--- src/rtl/wb_arbiter.sv ---
// Writeback arbiter: merges ALU and queued load results into one registered bank write per cycle,
// and tracks per-register pending writes. Optional macro WB_FWD_EN adds busC forwarding ports.
module wb_arbiter #(
  parameter int DEPTH = 4,
  parameter int DW    = 32
) (
  input  logic                   clk,
  input  logic                   reset,
  input  logic                   wb_stall,
  input  logic                   alu_valid,
  output logic                   alu_ready,
  input  logic [4:0]             alu_rd,
  input  logic [DW-1:0]          alu_data,
  input  logic                   ld_valid,
  output logic                   ld_ready,
  input  logic [4:0]             ld_rd,
  input  logic [DW-1:0]          ld_data,
  input  logic                   iss_valid,
  input  logic [4:0]             iss_rd,
  input  logic [4:0]             qA,
  input  logic [4:0]             qB,
  output logic                   busyA,
  output logic                   busyB,
`ifdef WB_FWD_EN
  output logic                   fwdA_hit,
  output logic                   fwdB_hit,
  output logic [DW-1:0]          fwdA_data,
  output logic [DW-1:0]          fwdB_data,
`endif
  output logic [4:0]             rd,
  output logic [DW-1:0]          busC,
  output logic [$clog2(DEPTH):0] ld_count
);

  localparam int AW = $clog2(DEPTH);
  localparam int CW = AW + 1;

  logic [4:0]    r_q_rd   [DEPTH];
  logic [DW-1:0] r_q_data [DEPTH];
  logic [AW-1:0] r_wptr_p0;
  logic [AW-1:0] r_rptr_p0;
  logic [CW-1:0] r_count_p0;

  logic [4:0]    r_rd_p1;
  logic [DW-1:0] r_busc_p1;
  logic [31:0]   r_sb;

  logic          w_full;
  logic          w_push;
  logic          w_pop;
  logic          w_load;
  logic [4:0]    w_wr_rd;
  logic [DW-1:0] w_wr_data;
  logic [31:0]   w_clr;
  logic [31:0]   w_set;
  logic          w_hit_a;
  logic          w_hit_b;

  assign w_full    = (r_count_p0 == CW'(DEPTH));
  assign ld_ready  = !w_full;
  assign alu_ready = !wb_stall;
  assign w_push    = ld_valid && !w_full;
  assign w_pop     = !wb_stall && !alu_valid && (r_count_p0 != '0);

  // Write selection: stall beats ALU, ALU beats the load queue; idle cycles keep busC
  always_comb begin
    w_load    = 1'b0;
    w_wr_rd   = 5'd0;
    w_wr_data = r_busc_p1;
    if (!wb_stall && alu_valid) begin
      w_load    = 1'b1;
      w_wr_rd   = alu_rd;
      w_wr_data = alu_data;
    end else if (w_pop) begin
      w_load    = 1'b1;
      w_wr_rd   = r_q_rd[r_rptr_p0];
      w_wr_data = r_q_data[r_rptr_p0];
    end
  end

  // Queue storage holds data only; occupancy lives in the control registers below
  always_ff @(posedge clk) begin
    if (w_push) begin
      r_q_rd[r_wptr_p0]   <= ld_rd;
      r_q_data[r_wptr_p0] <= ld_data;
    end
  end

  always_ff @(posedge clk or posedge reset) begin
    if (reset) begin
      r_wptr_p0  <= '0;
      r_rptr_p0  <= '0;
      r_count_p0 <= '0;
    end else begin
      if (w_push) r_wptr_p0 <= r_wptr_p0 + 1'b1;
      if (w_pop)  r_rptr_p0 <= r_rptr_p0 + 1'b1;
      case ({w_push, w_pop})
        2'b10:   r_count_p0 <= r_count_p0 + 1'b1;
        2'b01:   r_count_p0 <= r_count_p0 - 1'b1;
        default: r_count_p0 <= r_count_p0;
      endcase
    end
  end

  // ---- stage p1: registered bank write ----
  always_ff @(posedge clk or posedge reset) begin
    if (reset) begin
      r_rd_p1   <= 5'd0;
      r_busc_p1 <= '0;
    end else begin
      r_rd_p1 <= w_wr_rd;
      if (w_load) r_busc_p1 <= w_wr_data;
    end
  end

  // A new issue to the same register outranks the retiring write, hence set after clear
  assign w_clr = (w_wr_rd != 5'd0) ? (32'd1 << w_wr_rd) : 32'd0;
  assign w_set = (iss_valid && iss_rd != 5'd0) ? (32'd1 << iss_rd) : 32'd0;

  always_ff @(posedge clk or posedge reset) begin
    if (reset) r_sb <= '0;
    else       r_sb <= ((r_sb & ~w_clr) | w_set) & ~32'd1;
  end

`ifdef WB_FWD_EN
  assign w_hit_a   = (r_rd_p1 != 5'd0) && (r_rd_p1 == qA);
  assign w_hit_b   = (r_rd_p1 != 5'd0) && (r_rd_p1 == qB);
  assign fwdA_hit  = w_hit_a;
  assign fwdB_hit  = w_hit_b;
  assign fwdA_data = r_busc_p1;
  assign fwdB_data = r_busc_p1;
`else
  assign w_hit_a = 1'b0;
  assign w_hit_b = 1'b0;
`endif

  assign busyA    = r_sb[qA] && !w_hit_a;
  assign busyB    = r_sb[qB] && !w_hit_b;
  assign rd       = r_rd_p1;
  assign busC     = r_busc_p1;
  assign ld_count = r_count_p0;

endmodule

--- config.mk ---
export PLATFORM = sky130hd
export DESIGN_NAME = wb_arbiter
export DESIGN_NICKNAME = d
export VERILOG_FILES = /design/src/rtl/wb_arbiter.sv
export SDC_FILE = /design/constraint.sdc
export NUM_CORES = 1
export LEC_CHECK = 0
export ABC_AREA = 0
export CAP_MARGIN = 10
export CELL_PAD_IN_SITES_DETAIL_PLACEMENT = 0
export CELL_PAD_IN_SITES_GLOBAL_PLACEMENT = 1
export CORE_MARGIN = 10
export CORE_UTILIZATION = 49
export DETAILED_ROUTE_END_ITERATION = 6
export HOLD_SLACK_MARGIN = 0.12
export MAX_ROUTING_LAYER = met4
export PLACE_DENSITY = 0.86
export SLEW_MARGIN = 15
export SYNTH_ARGS = -nofsm -noshare
export SYNTH_HDL_FRONTEND = slang
export SYNTH_SLANG_ARGS = --single-unit
--- constraint.sdc ---
create_clock -name clk -period 4.9 [get_ports clk]
set_input_delay 0.98 -clock clk [delete_from_list [all_inputs] [get_ports clk]]
set_output_delay 0.98 -clock clk [all_outputs]
set_load 0.01 [all_outputs]
**Yosys cells after proc, flatten, opt, wreduce, memory -nomap -nowiden**

Memories as Yosys holds them, arrays and structs flattened.
Cells that the tools add are included.

- Reduce and logical (&&, ||, !) cells: 14
- Equality and inequality tests: 3
- Shifts and indexed selects: 2
- Bitwise gates (word level): 3
- Multiplexer cells: 15
- Magnitude comparators: 2
- $add $sub $neg: 4

Operators with widths:

| cell | count |
|---|---|
| 32-bit two-way mux | 4 |
| 1-bit by 5-bit left shift with 32-bit output, first input constant | 2 |
| 32-bit AND | 1 |
| 32-bit NOT | 1 |
| 32-bit bitwise OR | 1 |
| 5-bit by 6-bit less-than comparator with 1-bit output, second input constant | 2 |
| 1-bit binary-select mux with 5-bit select | 2 |
| 5-bit two-way mux | 2 |
| 5-bit nonzero test | 2 |
| 1-bit two-way mux | 6 |
| 3-bit case mux with 2 select lines | 1 |
| 1-bit logical AND | 5 |
| 2-bit by 1-bit adder with 2-bit output, second input constant | 2 |
| 2-bit nonzero test | 2 |
| 3-bit by 1-bit adder with 3-bit output, second input constant | 1 |
| 3-bit == test, second input constant | 1 |
| 1-bit logical NOT | 3 |
| 3-bit nonzero test | 1 |
| 3-bit by 1-bit subtractor with 3-bit output, second input constant | 1 |
| 2-bit by 1-bit == test with 1-bit output, second input constant | 1 |
| 2-bit == test, second input constant | 1 |
| 2-bit AND reduction | 1 |

- Memories: 2
- Bits in registers: 75
- Input port bits: 95
- Logic and storage cells: 51
- Memory bits (writable): 148

Memory list:

| memory | words | bits a word | rd ports | clocked after Yosys merged registers in | wr ports | line | RTL |
|---|---|---|---|---|---|---|---|
| r_q_data | 4 | 32 | 1 | 0 | 1 | 39 | `logic [DW-1:0] r_q_data [DEPTH];` |
| r_q_rd | 4 | 5 | 1 | 0 | 1 | 38 | `logic [4:0] r_q_rd [DEPTH];` |

**Longest topological paths before layout**

- Depth in word-level cells: 10
- Depth in mapped cells: 12
- Depth with buffers taken out: 10

**Least setup slack after synthesis**

OpenSTA, ideal clock, no wires.

- Kind: in2out
- Start point: input qA[0]
- End point: output busyA
- Setup slack: 1454 ps
- Arrival time: 2466 ps
- Stages on the path: 4
- Buffers on the path: 1
- Cell sequence: buf_2 mux4_2 mux4_2 mux2_2

- Cells in the longest elaborated chain, start to end: 2

Ends and longest elaborated chain:

| element | line | RTL |
|---|---|---|
| start, declared | 20 | `input logic [4:0] qA,` |
| 1-bit binary-select mux with 5-bit select | 137 | `assign busyA = r_sb[qA] && !w_hit_a;` |
| 1-bit two-way mux (implied by the code) | 137 |  |
| end, declared | 22 | `output logic busyA,` |

Every way passes these cells. The select of a mux whose other input is x is not followed.

**Worst setup path after layout**

Same ends and word-level chain as after synthesis.

==> impl_metrics.csv <==
group,metric,value,unit
run_status,status,"complete, no violations",
critical_path,critPathMaxFanout,9,
pwr,total_power,6.59,mW
min_path,hp-class,"flop to flop",
logic_synthesis,synthTopCellsByArea,"edfxtp_1, dfrtp_1, mux4_2, o21ai_1, nand2_1",
logic_synthesis,synth_common_cells,"edfxtp_1, nand2_1, dfrtp_1, o21ai_1, mux4_2",
timing,worst_slew_pin_slew,1.05,ns
timing,max_freq,0.218,GHz
global_routing,grt_overflow,0,
detailed_routing,wl_per_cell,23.0,um
layout,nets,827,
logic_synthesis,synth_flop_cell,"edfxtp_1",
global_routing,grt.total_usage,18.8,%
placed_design,placed_cell_area,0.0109,mm^2
timing,period_minus_slack,4.59,ns
timing,hold_viol_final,0,
die,start_util,49.6,%
detailed_routing,wirelength,22600,um
detailed_routing,via_count,5711,
critical_path,arrival,3.61,ns
timing,period_share,93.7,%
detailed_routing,drtPass1Iterations,5,
placed_design,post-dp-hpwl,15300,um
timing,rsz0062_at_grt,"false",
pwr,powerDensity,565,mW/mm^2
global_routing,antenna_found_initial,2,
pwr,peakVddDrop,0.000352,V
detailed_routing,via_per_inst,5.83,
clock_network,cts_sinks,223,
critical_path,r2r_slack,2.32,ns
logic_synthesis,synthArstFlopShare,33.6,%
placed_design,globalplace.congestion,0.901,
timing,skew,0.0143,ns
clock_network,cts.hold.buffers_added,0,
critical_path,worstPathRequired,3.92,ns
detailed_routing,drt_iter0_drc,396,
clock_network,clk_path_buf_depth,3,
logic_synthesis,syn-instance-count,586,
global_routing,grt_pass1_wl,35000,um
die,die_y,157,um
logic_synthesis,yosysTopAreaCell,"edfxtp_1",
die,rows,50,
critical_path,cp-start-kind,"primary input",
layout,drive_above_1_share,16.1,%
job,maxCapViolCount,0,
placed_design,place_ws,0.291,ns
logic_synthesis,synth_edf_count,148,
layout,fillerInstances,1388,
critical_path,critPathKind,"primary input to output port",
die,core_area,0.0186,mm^2
logic_synthesis,yosysMostFrequentCell,"edfxtp_1",
logic_synthesis,syn_avg_cell_area,15.8,um^2
clock_network,cts_tree,"built",
placed_design,io_buffers,138,
critical_path,endpoint_kind,"output port",
pwr,leakage,4.17,nW
logic_synthesis,synth_seq_area_share,68.4,%
detailed_routing,antenna_left,0,
logic_synthesis,synth_warnings,0,
detailed_routing,route.detailed.drc,0,
layout,postLayoutCellArea,0.0117,mm^2
timing,holdWs,0.486,ns
die,die_area,0.0248,mm^2
timing,slew_headroom,30.2,%
logic_synthesis,synthDistinctLibCells,45,
layout,regArea,0.00632,mm^2
die,io_pins,139,
global_routing,grt_max_degree,49,
timing,final.setup.tns,0,ns
clock_network,cts_root_buf,"clkbuf_16",
clock_network,clk_latency,0.52,ns
die,die_w,157,um
clock_network,cts.repair.resized,0,
clock_network,cts.clk_slew.worst_paths,0.06,ns
timing,final-setup-viol-count,0,
logic_synthesis,ys_seq_elements,223,
logic_synthesis,synth_top_area_share,48.1,%
clock_network,htree_levels,1,
layout,area_delta_synth_final,26.1,%
timing,slew_viol_final,0,
logic_synthesis,syn_area,0.00925,mm^2
clock_network,cts_buffers,24,
logic_synthesis,synth_nets,687,
layout,multiInputGateArea,0.00278,mm^2
clock_network,postCtsSetupBuffers,0,
timing,worst_slack,0.309,ns
global_routing,grt_pass1_vias,6100,
[per-stage QoR]
| step | utilization [%] | instances |
|---|---|---|
| after global placement | 58.2 | 934 |
| after CTS | 62.5 | 978 |
| final | 62.6 | 980 |
| after floorplan | - | 586 |
| after detailed placement | 58.2 | 934 |
| after global routing | 62.6 | 980 |
[worst max-delay path: stages]
cell and delay (ns):
clkdlybuf4s50_1 0.80, mux4_2 0.59, mux4_2 0.49, mux2_2 0.28, clkdlybuf4s50_1 0.48
[cell usage in the layout (no fill, tap or decap), types with 10 or more instances in the layout]
| master | n |
|---|---|
| edfxtp_1 | 148 |
| clkdlybuf4s50_1 | 138 |
| nand2_1 | 76 |
| dfrtp_1 | 73 |
| o21ai_1 | 66 |
| mux4_2 | 55 |
| o22ai_1 | 32 |
| clkbuf_16 | 24 |
| o21ai_0 | 19 |
| nor2_1 | 10 |
| nand3_1 | 10 |
[metal layers]
layer,up-vias,global-route usage [%],share of wire [%]
met5,-,-,0
met4,0,5.21,2.0
met3,37,5.87,8.8
met2,232,29.2,48
met1,2866,23.5,41
li1,2576,-,-
[kinds of logic after synthesis]
kind of cell	Yosys count	share of synthesized area [%]
multiplexers	60	14.0
adder cells (fa/ha/maj)	6	0.893
XOR/XNOR	6	0.568
AND/OR/NAND/NOR	120	6.02
flip-flops	223	68.4
buffers and inverters	38	1.79
AO/OA/AOI/OAI	133	8.38
[final timing paths]
| kind | startpoint | endpoint | cells after the start |
|---|---|---|---|
| worst min-delay path | busC[22] | busC[22] | 2 |
| max in group asynchronous | reset | r_rptr_p0[0] | 3 |
| min in group asynchronous | reset | r_sb[21] | 2 |
| worst max-delay path | qA[0] | busyA | 5 |
| worst min register to register | busC[22] | busC[22] | 2 |
| worst max register to register | ld_count[0] | ld_count[2] | 9 |
[flip-flops by register name, indices dropped and copies added, names as in the netlist]
signal / cells
r_q_rd: 20
r_q_data: 128
r_sb: 31
rd: 5
ld_count: 3
r_rptr_p0: 2
busC: 32
r_wptr_p0: 2
[layout make-up]
cell class / instances / area share, %
flip-flops and latches: 223 / 54.2
multi-input cells: 325 / 23.8
repair buffers: 143 / 12.2
clock buffers: 28 / 5.45
well taps: 234 / 2.51
clock inverters: 16 / 1.48
inverters: 9 / 0.300
diodes: 2 / 0.0429
[power breakdown]
group / leakage [nW] / switching, mW / internal [mW]
logic: 1.49 / 0.867 / 0.988
clock network: 0.399 / 0.725 / 1.09
registers: 2.28 / 0.367 / 2.55
total: 4.17 / 1.96 / 4.63
No activity file was read; power rests on OpenSTA's default activity.
